--- src/rtl/boss_hp.sv ---
// boss_hp: boss health, phase and death tracker with a thermometer health bar.
// Optional slow regeneration in the last phase when BOSS_REGEN_EN is defined.
`timescale 1ns/1ps
module boss_hp #(
    parameter int HP_MAX     = 500,
    parameter int HP_W       = 10,
    parameter int HIT_DMG    = 1,
    parameter int BOMB_DMG   = 10,
    parameter int BOMB_TICK  = 1_000_000,
    parameter int PHASE2_HP  = 250,
    parameter int PHASE3_HP  = 100,
    parameter int PHASE_INV  = 50_000_000,
    parameter int REGEN_TICK = 25_000_000
) (
    input  logic            clk,
    input  logic            hard_reset,
    input  logic            game_reset,
    input  logic            game_en,
    input  logic [3:0]      game_state,
    input  logic            hit,
    output logic [HP_W-1:0] hp,
    output logic [1:0]      phase,
    output logic            die,
    output logic [7:0]      hp_bar
);
    localparam int BOMB_W = BOMB_TICK > 1 ? $clog2(BOMB_TICK) : 1;
    localparam int INV_W  = PHASE_INV > 1 ? $clog2(PHASE_INV) : 1;
    localparam logic [3:0] GS_BOMB = 4'b0110;

    typedef enum logic [1:0] {IDLE, FIGHT, TRANS, DEAD} state_t;

    state_t            state_q, state_d;
    logic [HP_W-1:0]   hp_q, hp_d;
    logic [1:0]        phase_q, phase_d;
    logic              die_q, die_d;
    logic [7:0]        hp_bar_q, hp_bar_d;
    logic              hit_q, hit_d;
    logic [BOMB_W-1:0] bomb_cnt_q, bomb_cnt_d;
    logic [INV_W-1:0]  inv_cnt_q, inv_cnt_d;
`ifdef BOSS_REGEN_EN
    localparam int REGEN_W = REGEN_TICK > 1 ? $clog2(REGEN_TICK) : 1;
    logic [REGEN_W-1:0] regen_cnt_q, regen_cnt_d;
`endif

    logic        hit_edge, bomb_on, bomb_tick;
    logic [31:0] dmg, hp_new;
    logic [1:0]  phase_raw, phase_new;

    always_comb begin
        hit_edge  = hit & ~hit_q;
        bomb_on   = state_q == FIGHT && game_en && game_state == GS_BOMB;
        bomb_tick = bomb_on && bomb_cnt_q == BOMB_W'(BOMB_TICK - 1);
        dmg       = (hit_edge ? 32'(HIT_DMG) : 32'd0) + (bomb_tick ? 32'(BOMB_DMG) : 32'd0);
        hp_new    = 32'(hp_q) > dmg ? 32'(hp_q) - dmg : 32'd0;
        phase_raw = hp_new <= 32'(PHASE3_HP) ? 2'd2 : hp_new <= 32'(PHASE2_HP) ? 2'd1 : 2'd0;
        phase_new = phase_raw > phase_q ? phase_raw : phase_q;
        state_d    = state_q;
        hp_d       = hp_q;
        phase_d    = phase_q;
        die_d      = die_q;
        hit_d      = hit;
        bomb_cnt_d = bomb_on && !bomb_tick ? bomb_cnt_q + BOMB_W'(1) : '0;
        inv_cnt_d  = '0;
        // bar bit i lights while hp is above i/8 of full health
        for (int i = 0; i < 8; i++)
            hp_bar_d[i] = (32'(hp_q) << 3) > 32'(i * HP_MAX);
        case (state_q)
            IDLE: if (game_en) state_d = FIGHT;
            FIGHT: begin
                if (!game_en) begin
                    state_d = IDLE;
                end else if (dmg != 32'd0) begin
                    hp_d    = HP_W'(hp_new);
                    phase_d = phase_new;
                    if (hp_new == 32'd0) begin
                        state_d = DEAD;
                        die_d   = 1'b1;
                    end else if (phase_new != phase_q) begin
                        state_d = TRANS;
                    end
                end
            end
            TRANS: begin
                inv_cnt_d = inv_cnt_q + INV_W'(1);
                if (inv_cnt_q == INV_W'(PHASE_INV - 1)) begin
                    state_d   = FIGHT;
                    inv_cnt_d = '0;
                end
            end
            default: ;
        endcase
`ifdef BOSS_REGEN_EN
        regen_cnt_d = '0;
        if (state_q == FIGHT && game_en && phase_q == 2'd2 && dmg == 32'd0) begin
            regen_cnt_d = regen_cnt_q + REGEN_W'(1);
            if (regen_cnt_q == REGEN_W'(REGEN_TICK - 1)) begin
                regen_cnt_d = '0;
                if (hp_q < HP_W'(PHASE3_HP)) hp_d = hp_q + HP_W'(1);
            end
        end
`endif
        if (game_reset) begin
            state_d    = IDLE;
            hp_d       = HP_W'(HP_MAX);
            phase_d    = 2'd0;
            die_d      = 1'b0;
            hp_bar_d   = 8'hFF;
            hit_d      = 1'b0;
            bomb_cnt_d = '0;
            inv_cnt_d  = '0;
`ifdef BOSS_REGEN_EN
            regen_cnt_d = '0;
`endif
        end
    end

    always_ff @(posedge clk or posedge hard_reset) begin
        if (hard_reset) begin
            state_q    <= IDLE;
            hp_q       <= HP_W'(HP_MAX);
            phase_q    <= 2'd0;
            die_q      <= 1'b0;
            hp_bar_q   <= 8'hFF;
            hit_q      <= 1'b0;
            bomb_cnt_q <= '0;
            inv_cnt_q  <= '0;
`ifdef BOSS_REGEN_EN
            regen_cnt_q <= '0;
`endif
        end else begin
            state_q    <= state_d;
            hp_q       <= hp_d;
            phase_q    <= phase_d;
            die_q      <= die_d;
            hp_bar_q   <= hp_bar_d;
            hit_q      <= hit_d;
            bomb_cnt_q <= bomb_cnt_d;
            inv_cnt_q  <= inv_cnt_d;
`ifdef BOSS_REGEN_EN
            regen_cnt_q <= regen_cnt_d;
`endif
        end
    end

    assign hp     = hp_q;
    assign phase  = phase_q;
    assign die    = die_q;
    assign hp_bar = hp_bar_q;
endmodule
--- config.mk ---
export PLATFORM = sky130hd
export DESIGN_NAME = boss_hp
export DESIGN_NICKNAME = d
export VERILOG_FILES = /design/src/rtl/boss_hp.sv
export SDC_FILE = /design/constraint.sdc
export NUM_CORES = 1
export LEC_CHECK = 0
export ABC_CLOCK_PERIOD_IN_PS = 9300
export CAP_MARGIN = 20
export CORE_UTILIZATION = 63
export DETAILED_ROUTE_END_ITERATION = 10
export GPL_TIMING_DRIVEN = 0
export PLACE_DENSITY = 0.85
export SLEW_MARGIN = 20
export SYNTH_ARGS = -nofsm -noshare
export SYNTH_HDL_FRONTEND = slang
export SYNTH_SLANG_ARGS = --single-unit
--- constraint.sdc ---
create_clock -name clk -period 9.3 [get_ports clk]
set_clock_uncertainty 0.05 [all_clocks]
set_input_delay 2.79 -clock clk [delete_from_list [all_inputs] [get_ports clk]]
set_output_delay 2.79 -clock clk [all_outputs]
set_load 0.1 [all_outputs]
==> run_results.csv <==
group,metric,value,unit
clock_tree,htreeDepth,3,
critical_path,path_cells,"clkdlybuf4s50_1 > and3b_1 > and4_1 > nand2_1 > fa_1 > o21a_4 > o21ai_0 > o221ai_1 > o2111ai_1 > nand3_1 > o21ai_0 > ha_1 > a21oi_1 > a21oi_1 > and3_1 > a222oi_1 > nand2_1 > a41o_1",
global_routing,grt_pass1_wl,14860,um
global_routing,grt_overflow,0,
clock_tree,worstSkewPairLatency,0.35,ns
die,num_rows,28,
routing,via_count,3284,
clock_tree,clock-root-buffer,"clkbuf_8",
timing,finalSetupTns,0,ns
critical_path,start_kind,"primary input",
layout,seqCellArea,1769,um2
clock_tree,numCtsBuffers,9,
routing,ant_nets,0,
clock_tree,holdBufCountCts,0,
power,power_density,132.5,nW/um2
timing,period_share,77.31,%
critical_path,path_class,"primary input to flip-flop",
critical_path,worst_path_largest_cell_delay,0.53,ns
flow_run,max-cap-violations,0,
synthesis,syn_area_per_cell,9.228,um2
timing,worst_pin_slew,0.9721,ns
routing,post_drt_wl_per_cell,16.65,um
layout,layoutNonFillerInstCount,536,
synthesis,syn_inst,416,
die,die_y,80.06,um
clock_tree,cts.path.max_buffers,2,
timing,fmax,139.1,MHz
timing,drv_slew,0,
critical_path,cp_slowest_cell,"fa_1",
synthesis,yosysWarningCount,0,
power,vdd_drop_max,0.0001309,V
place,gp_congestion,0.9471,
global_routing,grt_antenna_before_repair,0,
layout,layout-drive-gt1-share,9.544,%
place,post-place-cells,520,
place,io_buffers,28,
die,ioPinCount,30,
synthesis,synth_edf_count,0,
global_routing,track_usage,30.74,%
clock_tree,tritoncts,"done",
timing,hold_ws,0.4244,ns
routing,vias_per_cell,6.127,
layout,syn_to_final_growth,15.91,%
place,hpwlAfterDp,6004,um
synthesis,synth.area.top_cells,"dfrtp_1 37%, dfstp_2 9.6%, xor2_1 6.6%, nor2_1 6.5%, nand3_1 3.3%",
synthesis,mappedNetlistNets,435,
power,power.leakage,0.001797,uW
timing,rsz0062_at_grt,"no",
synthesis,async_reset_ff_share,100.0,%
critical_path,critPathMaxFanout,8,
synthesis,yosysUniqueCellTypes,54,
die,initial_core_util,65.22,%
layout,layout.nets,475,
worst_hold_path,hp-class,"flip-flop to flip-flop",
synthesis,seq_area_frac_synth,46.09,%
routing,drc,0,
clock_tree,post_cts.repair.setup_buffers,0,
synthesis,synth_ff_type,"dfrtp_1",
layout,fill_cells,428,
timing,relSlewSlack,34.99,%
run_status,status,"complete, no violations",
critical_path,arrival,7.38,ns
global_routing,grt_max_degree,49,
die,die-width,80.06,um
global_routing,grt_pass1_vias,3147,
routing,first_pass_iters,5,
die,die-area,6410,um2
timing,fin_crit,7.190,ns
layout,multi_input_area,1946,um2
routing,drt_iter0_markers,274,
timing,finalSetupViolations,0,
critical_path,required,9.49,ns
synthesis,netlist_area,3839,um2
clock_tree,clkTransAtPathRegs,0.08,ns
clock_tree,cts-resized-gates,0,
synthesis,synth_top_area_cell,"dfrtp_1",
timing,hold_viol,0,
layout,diodes,0,
layout,final_util,75.60,%
synthesis,synth_top_area_share,36.51,%
critical_path,cp-end-kind,"flip-flop",
layout,final_cell_mix,"66 x nor2_1, 56 x dfrtp_1, 31 x nand2_1, 29 x xor2_1, 28 x clkdlybuf4s50_1",
routing,finalWirelength,8924,um
layout,final_common_cell,"nor2_1",
die,coreArea,5886,um2
clock_tree,clock_sinks,70,
synthesis,synth_seq_cells,70,
==> synth_stat cells, drive strengths merged (2+ instances only) <==
| cell type | n |
|---|---|
| a211oi | 3 |
| a21oi | 18 |
| a221o | 3 |
| a31oi | 2 |
| and2 | 4 |
| and3 | 11 |
| and4 | 8 |
| buf | 5 |
| clkbuf | 9 |
| dfrtp | 56 |
| dfstp | 14 |
| ha | 9 |
| inv | 16 |
| nand2 | 31 |
| nand2b | 2 |
| nand3 | 25 |
| nand4 | 13 |
| nand4b | 3 |
| nor2 | 67 |
| nor2b | 5 |
| nor3 | 9 |
| nor4 | 7 |
| o211a | 2 |
| o211ai | 2 |
| o21ai | 17 |
| o31a | 2 |
| o31ai | 4 |
| or2 | 2 |
| or3 | 7 |
| or4 | 2 |
| xnor2 | 12 |
| xor2 | 29 |
==> path summary, 6_finish.rpt <==
kind	start	endpoint	slack (ns)	depth (start not counted)
max in group asynchronous	hard_reset	hp[8]	5.91	3
worst max-delay path	game_en	state_q[1]	2.11	18
min in group asynchronous	hard_reset	bomb_cnt_q[16]	2.69	2
worst min register to register	inv_cnt_q[0]	inv_cnt_q[0]	0.42	1
worst max register to register	bomb_cnt_q[6]	state_q[1]	3.99	18
worst min-delay path	inv_cnt_q[0]	inv_cnt_q[0]	0.42	1
==> worst max-delay path: cells and delay by family <==
kind | cells | cell delay [ns]
and+or+nand+nor | 6 | 1.11
AOI/OAI and AO/OA | 9 | 2.14
adders and majority gates | 2 | 0.84
buffers and inverters | 1 | 0.50
==> flip-flops by register name, indices dropped and copies added (netlist names) <==
signal / flops
hit_q: 1
phase: 2
inv_cnt_q: 26
bomb_cnt_q: 20
state_q: 2
die: 1
hp: 10
hp_bar: 8
==> layer usage <==
metal	wire (um)	part of all wire (%)	GRT usage, %
met1	4023	45	41.59
met2	4207	47	49.32
met3	481	5.4	4.773
met4	212	2.4	12.86
met5	0	0	0
==> layout make-up <==
cell class	instances	area share (%)
multi-input cells	316	43.73
flip-flops and latches	70	39.76
repair buffers	29	6.918
clock buffers	10	3.093
well taps	75	2.109
clock inverters	6	1.547
plain buffers	14	1.434
inverters	16	1.406
==> power by group <==
part / leakage, uW / switching (uW) / internal, uW
Combinational: 0.000766 / 18.9 / 9.14
Clock: 0.000103 / 123 / 133
Sequential: 0.000928 / 0.773 / 305
==> stage by stage <==
| stage | total power, uW | setup slack [ns] | area (um2) |
|---|---|---|---|
| after global placement | 337.9 | 1.795 | 4213 |
| after global routing | 608.1 | 1.739 | 4449 |
| after CTS | 591.1 | 2.164 | 4449 |
| after floorplan | 329.2 | 2.836 | 3839 |
| after detailed placement | 340.0 | 1.829 | 4243 |
| final | 589.6 | 2.110 | 4449 |
==> logic make-up after synthesis <==
kind of cell / synth area share [%]
AOI/OAI and AO/OA: 11.51
buffers and inverters: 3.227
xor gates and xnor gates: 9.355
adders and majority gates: 3.455
DFF: 46.09
and+or+nand+nor: 26.08
muxes: 0.2933
Note: power is estimated with default switching activity, not from simulation.
